[src/rtl/exec_sequencer.sv]
// Multi-cycle execute/memory/writeback sequencer for an RV32I/RV64I core.
// Takes one decoded control word per handshake and reports next_pc on a done pulse.
module exec_sequencer #(
  parameter int unsigned XLEN    = 32,
  parameter int unsigned REG_AW  = 5,
  parameter int unsigned DMEM_AW = 7
) (
  input  logic                clk_i,
  input  logic                rst_ni,
  input  logic                in_valid_i,
  output logic                in_ready_o,
  input  logic [3:0]          inst_type_i,
  input  logic [2:0]          fun3_i,
  input  logic                fun7_i,
  input  logic [REG_AW-1:0]   rd_i,
  input  logic [REG_AW-1:0]   rs1_i,
  input  logic [REG_AW-1:0]   rs2_i,
  input  logic [XLEN-1:0]     pc_i,
  input  logic [XLEN-1:0]     imm_i,
  output logic [REG_AW-1:0]   rf_rd_addr0_o,
  output logic [REG_AW-1:0]   rf_rd_addr1_o,
  input  logic [XLEN-1:0]     rf_rd_dout0_i,
  input  logic [XLEN-1:0]     rf_rd_dout1_i,
  output logic                rf_we_o,
  output logic [REG_AW-1:0]   rf_wr_addr_o,
  output logic [XLEN-1:0]     rf_wr_din_o,
  output logic [XLEN-1:0]     fu_a_o,
  output logic [XLEN-1:0]     fu_b_o,
  output logic [3:0]          fu_fs_o,
  input  logic [XLEN-1:0]     fu_s_i,
  input  logic [3:0]          fu_flags_i,
  output logic [DMEM_AW-1:0]  dm_rd_addr_o,
  output logic [DMEM_AW-1:0]  dm_wr_addr_o,
  input  logic [XLEN-1:0]     dm_rd_dout_i,
  output logic                dm_we_o,
  output logic [XLEN-1:0]     dm_wr_din_o,
  output logic [XLEN/8-1:0]   dm_wr_be_o,
  output logic                done_o,
  output logic [XLEN-1:0]     next_pc_o,
  output logic                illegal_o
);
  localparam int unsigned Nb  = XLEN / 8;
  localparam int unsigned Off = $clog2(Nb);

  localparam logic [3:0] TLoad  = 4'd0;
  localparam logic [3:0] TImm   = 4'd1;
  localparam logic [3:0] TStore = 4'd2;
  localparam logic [3:0] TReg   = 4'd3;
  localparam logic [3:0] TLui   = 4'd4;
  localparam logic [3:0] TAuipc = 4'd5;
  localparam logic [3:0] TBrnch = 4'd6;
  localparam logic [3:0] TJalr  = 4'd7;
  localparam logic [3:0] TJal   = 4'd8;

  typedef enum logic [2:0] {StIdle, StOpnd, StExec, StWb, StMemRd, StLdWb, StMemWr} state_e;

  state_e               state_q;
  logic                 in_ready_q, done_q, illegal_q, rf_we_q, dm_we_q;
  logic [3:0]           itype_q, fu_fs_q;
  logic [2:0]           fun3_q;
  logic                 fun7_q;
  logic [REG_AW-1:0]    rd_q, rf_rd_addr0_q, rf_rd_addr1_q, rf_wr_addr_q;
  logic [XLEN-1:0]      pc_q, imm_q, rs2d_q, fu_a_q, fu_b_q, rf_wr_din_q, next_pc_q, dm_wr_din_q;
  logic [Off-1:0]       ld_off_q;
  logic [DMEM_AW-1:0]   dm_rd_addr_q, dm_wr_addr_q;
  logic [Nb-1:0]        dm_wr_be_q;

  logic [Off-1:0]       off, align_mask;
  logic [Nb-1:0]        be_mask, st_be;
  logic [DMEM_AW-1:0]   word_addr;
  logic [XLEN-1:0]      pc4, st_din, ld_lane, ld_ext;
  logic                 aligned, ld_ok, st_ok, br_taken, br_illegal;

  always_comb begin
    off       = fu_s_i[Off-1:0];
    word_addr = fu_s_i[DMEM_AW+Off-1:Off];
    pc4       = pc_q + XLEN'(4);
    for (int i = 0; i < int'(Off); i++) align_mask[i] = (i < int'(fun3_q[1:0]));
    for (int i = 0; i < int'(Nb); i++) be_mask[i] = (i < (1 << fun3_q[1:0]));
    aligned = (off & align_mask) == '0;
    st_be   = be_mask << off;
    st_din  = rs2d_q << {off, 3'b000};

    case (fun3_q)
      3'd0, 3'd1, 3'd2, 3'd4, 3'd5: ld_ok = aligned;
      3'd3, 3'd6:                   ld_ok = aligned && (XLEN == 64);
      default:                      ld_ok = 1'b0;
    endcase
    case (fun3_q)
      3'd0, 3'd1, 3'd2: st_ok = aligned;
      3'd3:             st_ok = aligned && (XLEN == 64);
      default:          st_ok = 1'b0;
    endcase

    // fu_flags = {Z, C, N, V}; C set means no borrow
    br_illegal = 1'b0;
    case (fun3_q)
      3'd0:    br_taken = fu_flags_i[3];
      3'd1:    br_taken = !fu_flags_i[3];
      3'd4:    br_taken = fu_flags_i[1] ^ fu_flags_i[0];
      3'd5:    br_taken = !(fu_flags_i[1] ^ fu_flags_i[0]);
      3'd6:    br_taken = !fu_flags_i[2];
      3'd7:    br_taken = fu_flags_i[2];
      default: begin
        br_taken   = 1'b0;
        br_illegal = 1'b1;
      end
    endcase

    ld_lane = dm_rd_dout_i >> {ld_off_q, 3'b000};
    case (fun3_q)
      3'd0:    ld_ext = XLEN'($signed(ld_lane[7:0]));
      3'd4:    ld_ext = XLEN'(ld_lane[7:0]);
      3'd1:    ld_ext = XLEN'($signed(ld_lane[15:0]));
      3'd5:    ld_ext = XLEN'(ld_lane[15:0]);
      3'd2:    ld_ext = XLEN'($signed(ld_lane[31:0]));
      3'd6:    ld_ext = XLEN'(ld_lane[31:0]);
      default: ld_ext = ld_lane;
    endcase
  end

  always_ff @(posedge clk_i or negedge rst_ni) begin
    if (!rst_ni) begin
      state_q       <= StIdle;
      in_ready_q    <= 1'b1;
      done_q        <= 1'b0;
      illegal_q     <= 1'b0;
      rf_we_q       <= 1'b0;
      dm_we_q       <= 1'b0;
      itype_q       <= '0;
      fu_fs_q       <= '0;
      fun3_q        <= '0;
      fun7_q        <= 1'b0;
      rd_q          <= '0;
      rf_rd_addr0_q <= '0;
      rf_rd_addr1_q <= '0;
      rf_wr_addr_q  <= '0;
      pc_q          <= '0;
      imm_q         <= '0;
      rs2d_q        <= '0;
      fu_a_q        <= '0;
      fu_b_q        <= '0;
      rf_wr_din_q   <= '0;
      next_pc_q     <= '0;
      dm_wr_din_q   <= '0;
      ld_off_q      <= '0;
      dm_rd_addr_q  <= '0;
      dm_wr_addr_q  <= '0;
      dm_wr_be_q    <= '0;
    end else begin
      done_q    <= 1'b0;
      illegal_q <= 1'b0;
      rf_we_q   <= 1'b0;
      dm_we_q   <= 1'b0;
      unique case (state_q)
        StIdle: if (in_valid_i) begin
          itype_q       <= inst_type_i;
          fun3_q        <= fun3_i;
          fun7_q        <= fun7_i;
          rd_q          <= rd_i;
          pc_q          <= pc_i;
          imm_q         <= imm_i;
          rf_rd_addr0_q <= rs1_i;
          rf_rd_addr1_q <= rs2_i;
          in_ready_q    <= 1'b0;
          state_q       <= StOpnd;
        end
        StOpnd: begin
          case (itype_q)
            TAuipc, TJal: fu_a_q <= pc_q;
            TLui:         fu_a_q <= '0;
            default:      fu_a_q <= rf_rd_dout0_i;
          endcase
          fu_b_q <= (itype_q == TReg || itype_q == TBrnch) ? rf_rd_dout1_i : imm_q;
          case (itype_q)
            TReg:    fu_fs_q <= {fun7_q, fun3_q};
            TImm:    fu_fs_q <= {(fun3_q == 3'd5) & fun7_q, fun3_q};
            TBrnch:  fu_fs_q <= 4'b1000;
            default: fu_fs_q <= 4'b0000;
          endcase
          rs2d_q  <= rf_rd_dout1_i;
          state_q <= StExec;
        end
        StExec: begin
          ld_off_q     <= off;
          next_pc_q    <= pc4;
          rf_wr_addr_q <= rd_q;
          state_q      <= StWb;
          if (itype_q > TJal) begin
            illegal_q <= 1'b1;
            done_q    <= 1'b1;
          end else begin
            case (itype_q)
              TLoad: begin
                if (ld_ok) begin
                  dm_rd_addr_q <= word_addr;
                  state_q      <= StMemRd;
                end else begin
                  illegal_q <= 1'b1;
                  done_q    <= 1'b1;
                end
              end
              TStore: begin
                dm_wr_addr_q <= word_addr;
                dm_wr_din_q  <= st_din;
                dm_wr_be_q   <= st_ok ? st_be : '0;
                dm_we_q      <= st_ok;
                illegal_q    <= !st_ok;
                done_q       <= 1'b1;
                state_q      <= StMemWr;
              end
              TBrnch: begin
                illegal_q <= br_illegal;
                if (br_taken) next_pc_q <= pc_q + imm_q;
                done_q <= 1'b1;
              end
              default: begin
                rf_we_q     <= rd_q != '0;
                rf_wr_din_q <= (itype_q == TJal || itype_q == TJalr) ? pc4 : fu_s_i;
                if (itype_q == TJalr) next_pc_q <= fu_s_i & ~XLEN'(1);
                else if (itype_q == TJal) next_pc_q <= fu_s_i;
                done_q <= 1'b1;
              end
            endcase
          end
        end
        StMemRd: begin
          rf_we_q <= rd_q != '0;
          done_q  <= 1'b1;
          state_q <= StLdWb;
        end
        default: begin
          in_ready_q <= 1'b1;
          state_q    <= StIdle;
        end
      endcase
    end
  end

  assign in_ready_o    = in_ready_q;
  assign rf_rd_addr0_o = rf_rd_addr0_q;
  assign rf_rd_addr1_o = rf_rd_addr1_q;
  assign rf_we_o       = rf_we_q;
  assign rf_wr_addr_o  = rf_wr_addr_q;
  // Load data arrives one cycle after the address, so it bypasses the output register
  assign rf_wr_din_o   = (state_q == StLdWb) ? ld_ext : rf_wr_din_q;
  assign fu_a_o        = fu_a_q;
  assign fu_b_o        = fu_b_q;
  assign fu_fs_o       = fu_fs_q;
  assign dm_rd_addr_o  = dm_rd_addr_q;
  assign dm_wr_addr_o  = dm_wr_addr_q;
  assign dm_we_o       = dm_we_q;
  assign dm_wr_din_o   = dm_wr_din_q;
  assign dm_wr_be_o    = dm_wr_be_q;
  assign done_o        = done_q;
  assign next_pc_o     = next_pc_q;
  assign illegal_o     = illegal_q;

endmodule

[config.mk]
export PLATFORM = sky130hd
export DESIGN_NAME = exec_sequencer
export DESIGN_NICKNAME = d
export VERILOG_FILES = /design/src/rtl/exec_sequencer.sv
export SDC_FILE = /design/constraint.sdc
export NUM_CORES = 1
export LEC_CHECK = 0
export BUFFER_PORTS_ARGS = -buffer_cell sky130_fd_sc_hd__buf_2
export CORE_MARGIN = 5
export CORE_UTILIZATION = 38
export CTS_BUF_LIST = sky130_fd_sc_hd__clkbuf_16
export DETAILED_ROUTE_END_ITERATION = 10
export GPL_ROUTABILITY_DRIVEN = 0
export SLEW_MARGIN = 20
export SYNTH_ARGS = -nofsm -noshare
export SYNTH_HDL_FRONTEND = slang
export SYNTH_SLANG_ARGS = --single-unit
[constraint.sdc]
create_clock -name clk_i -period 2.95 [get_ports clk_i]
set_clock_uncertainty 0.05 [all_clocks]
set_input_delay 0.295 -clock clk_i [delete_from_list [all_inputs] [get_ports clk_i]]
set_output_delay 0.295 -clock clk_i [all_outputs]
set_load 0.05 [all_outputs]
# Yosys cells after proc, flatten, opt, wreduce, memory -nomap -nowiden
# Cells that the tools add are included.
# totals
register_bits	316
in_bits	222
output_inout_bits	202
elab_cells	123
# op_classes
n_addsub	2
order_cmp	7
eq_ne	19
n_shift	4
mux	36
bitwise_logic	6
n_reduce_logical	23
# op_table
cell	n
$mux 32	7
$pmux 32 s2	2
$pmux 32 s4	1
$lt 3x32->1 const A	2
$add 32x3->32 const B	1
$add 32x32->32	1
$lt 1x32->1 const A	1
$lt 2x32->1 const A	1
$shl 1x2->32 const A	1
$shl 32x5->32	1
$shr 32x5->32	1
$eq 3x3->1 const B	6
$eq 4x3->1 const B	4
$mux 1	14
$pmux 3 s4	1
$pmux 4 s3	1
$mux 3	3
$reduce_or 3->1	3
$eq 4x2->1 const B	2
$eq 3x1->1 const B	2
$eq 3x2->1 const B	2
$logic_not 3->1	2
$pmux 1 s2	3
$pmux 1 s6	1
24 further kinds	34

# Logic depth before layout (Yosys ltp)
# Gate-level depths: netlist (run 1).
# logic_depth
word_depth	8
ltp_mapped	10

# Worst setup path before layout (run 1)
# Ideal clock, no wire load.
# synth_path
path_kind	flip-flop to output port
from	reg ld_off_q[0]
to	out rf_wr_din_o[24]
arrival_ns	2.253
required_time_ns	2.605
slack_ns	0.352
path_stages_with_launch	10
path_buffers	2
path_cell_list	dfrtp_1 -> buf_2 -> mux2_1 -> a21oi_1 -> nor3_1 -> nor2_4 -> o41ai_2 -> buf_2 -> a21oi_1 -> nor2_1
# synth_via
elab_chain_cells	3
# synth_rtl
element	line_no	source
start, declared	64	logic [Off-1:0] ld_off_q;
start signal, assigned	146	ld_off_q <= '0;
start signal, assigned	185	ld_off_q <= off;
$shr 32x5->32	110	ld_lane = dm_rd_dout_i >> {ld_off_q, 3'b000};
$pmux 32 s4	111	case (fun3_q)
$mux 32	246	assign rf_wr_din_o = (state_q == StLdWb) ? ld_ext : rf_wr_din_q;
end, declared	26	output logic [XLEN-1:0] rf_wr_din_o,
# No other way between the ends.

# Worst setup path in the final report (run 1)
# layout_path
from	reg ld_off_q[0]
to	out rf_wr_din_o[31]
# The elaborated chain is that of the path after synthesis.

==> results.rst, run 1 <==
.. list-table::
   :header-rows: 1

   * - Metric
     - Value
   * - Number of vias after detailed routing
     - about 16000
   * - Global routing's busiest layer
     - met2
   * - Post-layout total power
     - 31.6 mW
   * - End point of the critical path
     - rf_wr_din_o[31]
   * - H-tree level count
     - 2
   * - Worst hold-check path type
     - input port to flip-flop
   * - Share of post-route cells with drive strength above 1
     - about 30%
   * - Minimum clock period
     - about 2.9 ns
   * - DRC violation count after routing
     - 0
   * - Most common cell after layout, fill and taps aside
     - buf_2
   * - Ys flop type
     - dfrtp_1
   * - Slew of the pin with the lowest slew margin
     - 0.886 ns
   * - Final ANT Viol Nets
     - 0
   * - Netlist cell types
     - 80
   * - PwrDens
     - between 1000 and 1500 nW/um^2
   * - Worst Setup Path Type
     - flip-flop to primary output
   * - Final hold viol count
     - 0
   * - Top-level port count
     - about 420
   * - Reg clk slew, reported paths
     - roughly 0.060 ns
   * - Sort of element at the end of the critical path
     - primary output
   * - Initial antenna violation count
     - 5
   * - Number of standard cells after synthesis
     - 1731
   * - Worst Reg-to-Reg Cells
     - 9
   * - Chip width
     - roughly 220 um
   * - Setup slack, reg-to-reg
     - between 0.2 and 0.25 ns
   * - Buffer type at the clock tree root
     - clkbuf_16
   * - Mean instance size in the synthesized netlist
     - around 9.6 sq um
   * - Largest delay contributor family on the critical path
     - compound AO/OA/AOI/OAI gates
   * - Total global routing overflow
     - 0
   * - DRC violation total after the first TritonRoute iteration
     - 1255
   * - TritonCTS clock tree
     - done
   * - Via count normalized by instance count
     - approximately 5.4
   * - Clock buffers created by TritonCTS
     - 38
   * - Max-slew violation count
     - 0
   * - Clock Sinks
     - between 300 and 400
   * - Nets@finish
     - ~2500
   * - Core region area
     - about 43000 sq um
   * - Seq cells post-synth
     - 316
   * - Achievable frequency
     - between 300 and 400 MHz
   * - Max rail drop VDD
     - roughly 0.79 mV
   * - Number of cells on the critical path
     - 9
   * - RSZ-0062 raised after global routing
     - false
   * - EDFF count, synth
     - 0
   * - Crit path top cell by count
     - buf_4
   * - Ordered cell list for the critical path
     - mux2_1, a21oi_2, nor3_2, nor2_4, o41ai_2, buf_4, a21oi_1, nor2_1, buf_4
   * - Met2 routing resource usage after global routing
     - 43.7%
   * - Max capacitance violation total
     - 0
   * - Relative area change from synthesis to final layout
     - 33.9%
   * - Buffers added on ports
     - about 420
   * - Data arrival, critical path
     - 2.52 ns
   * - Timing startpoint of the critical path
     - ld_off_q[0]
   * - Worst path required time
     - 2.61 ns
   * - First-pass GRT wire length
     - roughly 94 mm
   * - FF-to-FF Start
     - pc_q[12]
   * - Share of the clock period used by the worst path
     - between 90 and 100%
   * - Element type at the critical path start
     - flip-flop
   * - Buffer depth of the longest clock path
     - 3
   * - Post-synthesis cell area
     - 16700 sq um
   * - Rel. slew slack
     - 40.7%
   * - Share of the core filled with cells in the final layout
     - 51.6%
   * - Leak pwr
     - around 11 nW
   * - Total negative setup slack
     - 0 ns
   * - Area of the die
     - slightly below 50000 sq um
   * - Final HPWL DP
     - approximately 47 mm
   * - Warnings, synthesis
     - 0
   * - Met3 Track Usage GR
     - 4.40%
   * - Share of synthesized area occupied by flip-flops and latches
     - 47.4%
   * - Setup-violating endpoint count in the final report
     - 0
   * - DRT Wirelength
     - around 63 mm
   * - Vias in the first global route
     - around 15000
   * - Effective utilization at floorplan
     - about two fifths
   * - Leading cell types in the layout, fill and taps excluded
     - buf_2, nand2_1, dfrtp_1, nor2_1, dlygate4sd3_1
   * - Result of the run
     - completed
   * - Largest net degree at the start of global routing
     - 97
   * - Fraction of registers with async set or reset after synthesis
     - 100%
   * - Die Ht
     - about 220 um
   * - Post-synthesis net count
     - around 2000
   * - Final routed wire length divided by cell count
     - 21.9 um
   * - Clock latency of the later-clocked register in the worst-skew pair
     - 0.55 ns
   * - Global-route usage over all layers
     - between 20% and 30%
   * - Highest net fanout along the worst path
     - 16
   * - Crit-path slowest cell
     - dfrtp_2
   * - Reg-to-reg critical path endpoint
     - next_pc_o[29]
   * - Initial DRT Pass Iterations
     - 5
   * - Worst Path Buf+Inv
     - 2
   * - Global routing usage on met1
     - around a third
   * - Max stage delay on crit path
     - roughly 0.45 ns
   * - Row count
     - 76
==> stage by stage <==
| step | hold WS, ns | instances | setup slack, ns | area [sq um] |
|---|---|---|---|---|
| finish | 0.0367 | 2891 | 0.0825 | 22300 |
| global route | 0.0237 | 2891 | 0.00194 | 22300 |
| CTS | 0.00852 | 2889 | 0.0131 | 22300 |
| detailed placement | 0.221 | 2673 | 0.269 | 19600 |
| global placement | 0.215 | 2673 | 0.374 | 19600 |
| floorplan | -0.0506 | 1731 | 0.352 | 16700 |
==> repair_timing <==
item                                    4_1_cts  5_1_grt
gates resized for setup                       2        9
endpoints found under the hold margin       204        0
endpoints found under the setup margin       16       16
pin swaps                                     1        0
hold buffers                                148        0
setup buffers                                 1        0
==> cells in the mapped netlist, types with 8 or more instances <==
| master | n | area [sq um] |
|---|---|---|
| buf_2 | 32 | 160 |
| inv_1 | 12 | 45.0 |
| nand3_1 | 13 | 65.1 |
| o21ai_0 | 128 | 641 |
| a21o_1 | 18 | 135 |
| nor2b_1 | 17 | 106 |
| o22a_1 | 8 | 70.1 |
| xnor2_1 | 33 | 289 |
| mux2i_1 | 79 | 791 |
| buf_1 | 16 | 60.1 |
| o31ai_1 | 16 | 120 |
| nand4_1 | 11 | 68.8 |
| a221oi_1 | 37 | 324 |
| clkbuf_1 | 62 | 233 |
| a211oi_1 | 9 | 67.6 |
| ha_1 | 32 | 400 |
| dfrtp_1 | 315 | 7880 |
| o21ai_1 | 34 | 170 |
| a31oi_1 | 13 | 81.3 |
| mux2_2 | 110 | 1240 |
| a22o_1 | 8 | 70.1 |
| nor3_1 | 14 | 70.1 |
| o211ai_1 | 9 | 67.6 |
| a21oi_1 | 79 | 395 |
| nand2_1 | 328 | 1230 |
| xor2_1 | 20 | 175 |
| nor2_1 | 159 | 597 |
==> how the worst min path moves through the flow <==
| stage | startpoint | end | cells after the start |
|---|---|---|---|
| 2_1_floorplan | rst_ni | dm_rd_addr_o[0] | 0 |
| 3_3_place_gp | rst_ni | fu_a_o[23] | 1 |
| 3_5_place_dp | rst_ni | fu_a_o[23] | 1 |
| 4_1_cts | fu_s_i[8] | dm_rd_addr_o[6] | 2 |
| 5_1_grt | rf_rd_dout0_i[8] | fu_a_o[8] | 3 |
| 6_report | rf_rd_dout0_i[8] | fu_a_o[8] | 3 |
==> routing by layer <==
| metal | vias to the layer above | share of wire, % |
|---|---|---|
| met5 | - | 0.062 |
| met4 | 6 | 3.8 |
| met1 | 7559 | 40 |
| met3 | 136 | 6.5 |
| met2 | 604 | 50 |
| li1 | 7195 | - |
==> cell families after synthesis <==
| kind of cell | synth area share, % |
|---|---|
| XOR/XNOR | 3.11 |
| multiplexers | 12.2 |
| flip-flops | 47.4 |
| buffers and inverters | 3.21 |
| AO/OA/AOI/OAI | 16.0 |
| AND/OR/NAND/NOR | 15.4 |
| adder cells (fa/ha/maj) | 2.52 |
==> registers in the layout (all words and copies together), names as in the netlist, 2 cells and up <==
register,flops
rd_q,5
fu_fs_o,4
dm_rd_addr_o,7
rf_wr_din_q,32
state_q,3
itype_q,4
rs2d_q,32
rf_rd_addr1_o,5
rf_rd_addr0_o,5
rf_wr_addr_o,5
fun3_q,3
fu_a_o,32
dm_wr_din_o,32
ld_off_q,2
dm_wr_addr_o,7
dm_wr_be_o,4
next_pc_o,32
imm_q,32
fu_b_o,32
pc_q,32
==> power by group <==
group          internal [mW]  switching (mW)  total [mW]
combinational           5.96            12.4        18.3
sequential              6.54            2.05        8.58
clock                   2.75            1.89        4.65
==> worst min-delay path, cell delays in order <==
cell	delay [ns]
buf_2	0.10
a221oi_1	0.09
nor2_1	0.10
==> cell type report <==
type | instances | area (sq um)
Fill cell | 3978 | 21000
Sequential cell | 316 | 7910
Antenna cell | 2 | 5.00
Clock inverter | 26 | 190
Tap cell | 585 | 732
Clock buffer | 41 | 1030
Multi-Input combinational cell | 1289 | 8300
Timing Repair Buffer | 620 | 4110
Inverter | 12 | 45.0
Note: power is estimated with default switching activity, not from simulation.
==> inputs of run 2 (changes only) <==
--- a/constraint.sdc
+++ b/constraint.sdc
@@ -4,2 +4,2 @@
 set_output_delay 0.295 -clock clk_i [all_outputs]
-set_load 0.05 [all_outputs]
+set_load 0.005 [all_outputs]
==> run 2 against run 1 <==
Effect of this change: non-clock buffer count is 6 higher; register-to-register slack better by 0.02 ns; sequential power hardly changed; sequential share of layout area is 0.076 points higher; critical path depth is 1 lower; via count is 0.43% lower; global-route usage is 0.39 points lower; clock power is 5.8% lower; critical path type unchanged; highest routed layer unchanged.
==> results.rst, run 2 (synthesis gave the netlist of run 1 again) <==
.. list-table::
   :header-rows: 1

   * - Metric
     - Value
   * - Most common cell after layout, fill and taps aside
     - buf_2
   * - PwrDens
     - 1190 nW/um^2 (-16%)
   * - Met1 WL
     - 25.4 mm (+0.92%)
   * - Buffer depth of the longest clock path
     - 3 (unchanged)
   * - Total global routing overflow
     - 0 (unchanged)
   * - Vias in the first global route
     - 15300 (-1.5%)
   * - Global-route usage over all layers
     - 25.1% (-0.39 points)
   * - RSZ-0062 raised after global routing
     - false
   * - DRC violation total after the first TritonRoute iteration
     - 1333 (+6.2%)
   * - Buffers added on ports
     - 423 (unchanged)
   * - Top-level port count
     - 424 (unchanged)
   * - Final ANT Viol Nets
     - 0 (unchanged)
   * - Total negative setup slack
     - 0 ns (unchanged)
   * - Reg clk slew, reported paths
     - 0.06 ns (about the same)
   * - Initial DRT Pass Iterations
     - 5 (unchanged)
   * - Max capacitance violation total
     - 0 (unchanged)
   * - Sw Pwr
     - 11.6 mW (-29%)
   * - Largest net degree at the start of global routing
     - 97 (unchanged)
   * - Row count
     - 76 (unchanged)
   * - Start point of the worst hold path
     - fu_s_i[2]
   * - Internal Power
     - 15.0 mW (-1.9%)
   * - Number of fill cells
     - 4007 (+0.73%)
   * - Slew of the pin with the lowest slew margin
     - 0.854 ns (-0.0313 ns)
   * - Worst Hold Slack
     - 0.0319 ns (-0.00482 ns)
   * - Share of the clock period used by the worst path
     - 96.3% (-0.88 points)
   * - Initial antenna violation count
     - 4 (-1)
   * - Data arrival, critical path
     - 2.50 ns (-0.02 ns)
   * - Clock latency of the later-clocked register in the worst-skew pair
     - 0.54 ns (about the same)
   * - Via count normalized by instance count
     - 5.33 (-0.54%)
   * - Number of vias after detailed routing
     - 15400 (-0.43%)
   * - Setup-violating endpoint count in the final report
     - 0 (unchanged)
   * - First-pass GRT wire length
     - 92.8 mm (-1.5%)
   * - Minimum clock period
     - 2.84 ns (-0.0260 ns)
   * - Sort of element at the end of the critical path
     - primary output
   * - Share of power burned in the clock network
     - 16.5% (+1.8 points)
   * - FF-to-FF Start
     - fun3_q[0]
   * - Worst path required time
     - 2.61 ns (about the same)
   * - Buffer type at the clock tree root
     - clkbuf_16
   * - Chip width
     - 219 um (unchanged)
   * - Worst Setup Path Type
     - flip-flop to primary output
   * - Worst hold-check path type
     - input port to flip-flop
   * - TritonCTS clock tree
     - done
   * - Clock buffers created by TritonCTS
     - 37 (-2.6%)
   * - Achievable frequency
     - 352 MHz (+0.91%)
   * - Part of the power in combinational logic
     - 51.1% (-7.0 points)
   * - Effective utilization at floorplan
     - 38.5% (unchanged)
   * - Worst Hold Depth
     - 2 (-1)
   * - Rel. slew slack
     - 42.8% (+2.1 points)
   * - Final HPWL DP
     - 46.0 mm (-1.9%)
   * - Routed length on met2
     - 30.9 mm (-2.3%)
   * - Max-slew violation count
     - 0 (unchanged)
   * - Core region area
     - 43300 sq um (unchanged)
   * - Leak pwr
     - 10.5 nW (-0.14%)
   * - Final hold viol count
     - 0 (unchanged)
   * - Area of the die
     - 48200 sq um (unchanged)
   * - H-tree level count
     - 2 (unchanged)
   * - Hold worst-path end
     - dm_rd_addr_o[0]
   * - Sequential fraction of design power
     - 32.3% (+5.1 points)
   * - Storage element area
     - 7910 sq um (unchanged)
   * - Highest net fanout along the worst path
     - 24 (+8)
   * - Final routed wire length divided by cell count
     - 21.6 um (-1.1%)
   * - Max rail drop VDD
     - 0.642 mV (-19%)
   * - Leading cell types in the layout, fill and taps excluded
     - buf_2, nand2_1, dfrtp_1, nor2_1, dlygate4sd3_1
   * - DRC violation count after routing
     - 0 (unchanged)
   * - Nets@finish
     - 2537 (+0.20%)
   * - DRT Wirelength
     - 62.6 mm (-0.98%)
   * - Die Ht
     - 219 um (unchanged)
   * - Element type at the critical path start
     - flip-flop
   * - Reg-to-reg critical path endpoint
     - next_pc_o[27]
   * - Highest Signal Layer
     - met5
   * - Clock Sinks
     - 316 (unchanged)
   * - Switching part of the total
     - 43.6% (-8.1 points)
   * - Detailed-routed wire length on met3
     - 4.33 mm (+5.9%)
   * - Worst Reg-to-Reg Cells
     - 8 (-1)
   * - Setup slack, reg-to-reg
     - 0.25 ns (+0.02 ns)
   * - Share of post-route cells with drive strength above 1
     - 29.4% (-0.21 points)
   * - Area of the multi-input gates
     - 8300 sq um (about the same)
   * - Result of the run
     - completed
   * - Relative area change from synthesis to final layout
     - 33.6%
## run 2: cell types whose count changed in the layout (fill, tap and decap cells not counted), sizes merged
cell / before / now
clkbuf: 42 / 37
buf: 471 / 474
dlygate4sd3: 148 / 152
clkinv: 15 / 13
inv: 20 / 23
## run 2: repair_timing
action	4_1_cts	5_1_grt
setup buffers	1	0
hold buffers	152	0
gates resized for setup	9	1
hold endpoints to repair	203	0
pin swaps	2	2
gates cloned	1	0
endpoints found under the setup margin	16	13
## run 2: how the worst max path moves through the flow
stage	from	to	slack [ns]
5_1_grt	ld_off_q[0]	rf_wr_din_o[25]	0.002
2_1_floorplan	pc_q[0]	next_pc_o[8]	0.63
3_5_place_dp	fun3_q[0]	next_pc_o[27]	0.26
6_report	ld_off_q[0]	rf_wr_din_o[29]	0.11
3_3_place_gp	fun3_q[0]	next_pc_o[27]	0.27
4_1_cts	ld_off_q[0]	rf_wr_din_o[29]	0.008
## run 2: final cells by class
type                    instances  area share (%)
inverters                      12           0.202
well taps                     585            3.29
clock inverters                27           0.865
flip-flops and latches        316            35.5
multi-input cells            1289            37.3
repair buffers                626            18.6
diodes                          2          0.0225
clock buffers                  37            4.16
## run 2: power by group through the flow
stage / Sequential (mW) / Clock [mW] / Combinational [mW]
3_3_place_gp: 8.57 / 0 / 13.1
4_1_cts: 8.60 / 4.49 / 13.5
2_1_floorplan: 7.94 / 0 / 8.76
5_1_grt: 8.83 / 4.65 / 14.9
3_5_place_dp: 8.65 / 0 / 13.3
6_report: 8.58 / 4.38 / 13.6
## run 2: critical path, stage by stage, from the launching register on
cell and delay [ns]:
dfrtp_2 0.42, buf_8 0.22, nor2b_1 0.20, a21oi_1 0.17
o41ai_4 0.36, buf_4 0.25, a21oi_1 0.07, nor2_1 0.14
buf_2 0.13
## run 2: per-layer routing
metal	global-route usage, %	vias to the layer above
met5	0	-
met2	42.7	602
met4	8.90	4
li1	-	7236
met1	32.1	7469
met3	4.77	122
## run 2: through the flow
stage | util, % | setup WS, ns | cell area (sq um) | std cells | power [mW]
floorplan | - | 0.633 | 16700 | 1731 | 16.7
global placement | 45.3 | 0.274 | 19600 | 2674 | 21.7
detailed placement | 45.3 | 0.262 | 19600 | 2674 | 21.9
CTS | 51.4 | 0.00814 | 22300 | 2892 | 26.6
global route | 51.5 | 0.00225 | 22300 | 2894 | 28.4
finish | 51.5 | 0.108 | 22300 | 2894 | 26.5
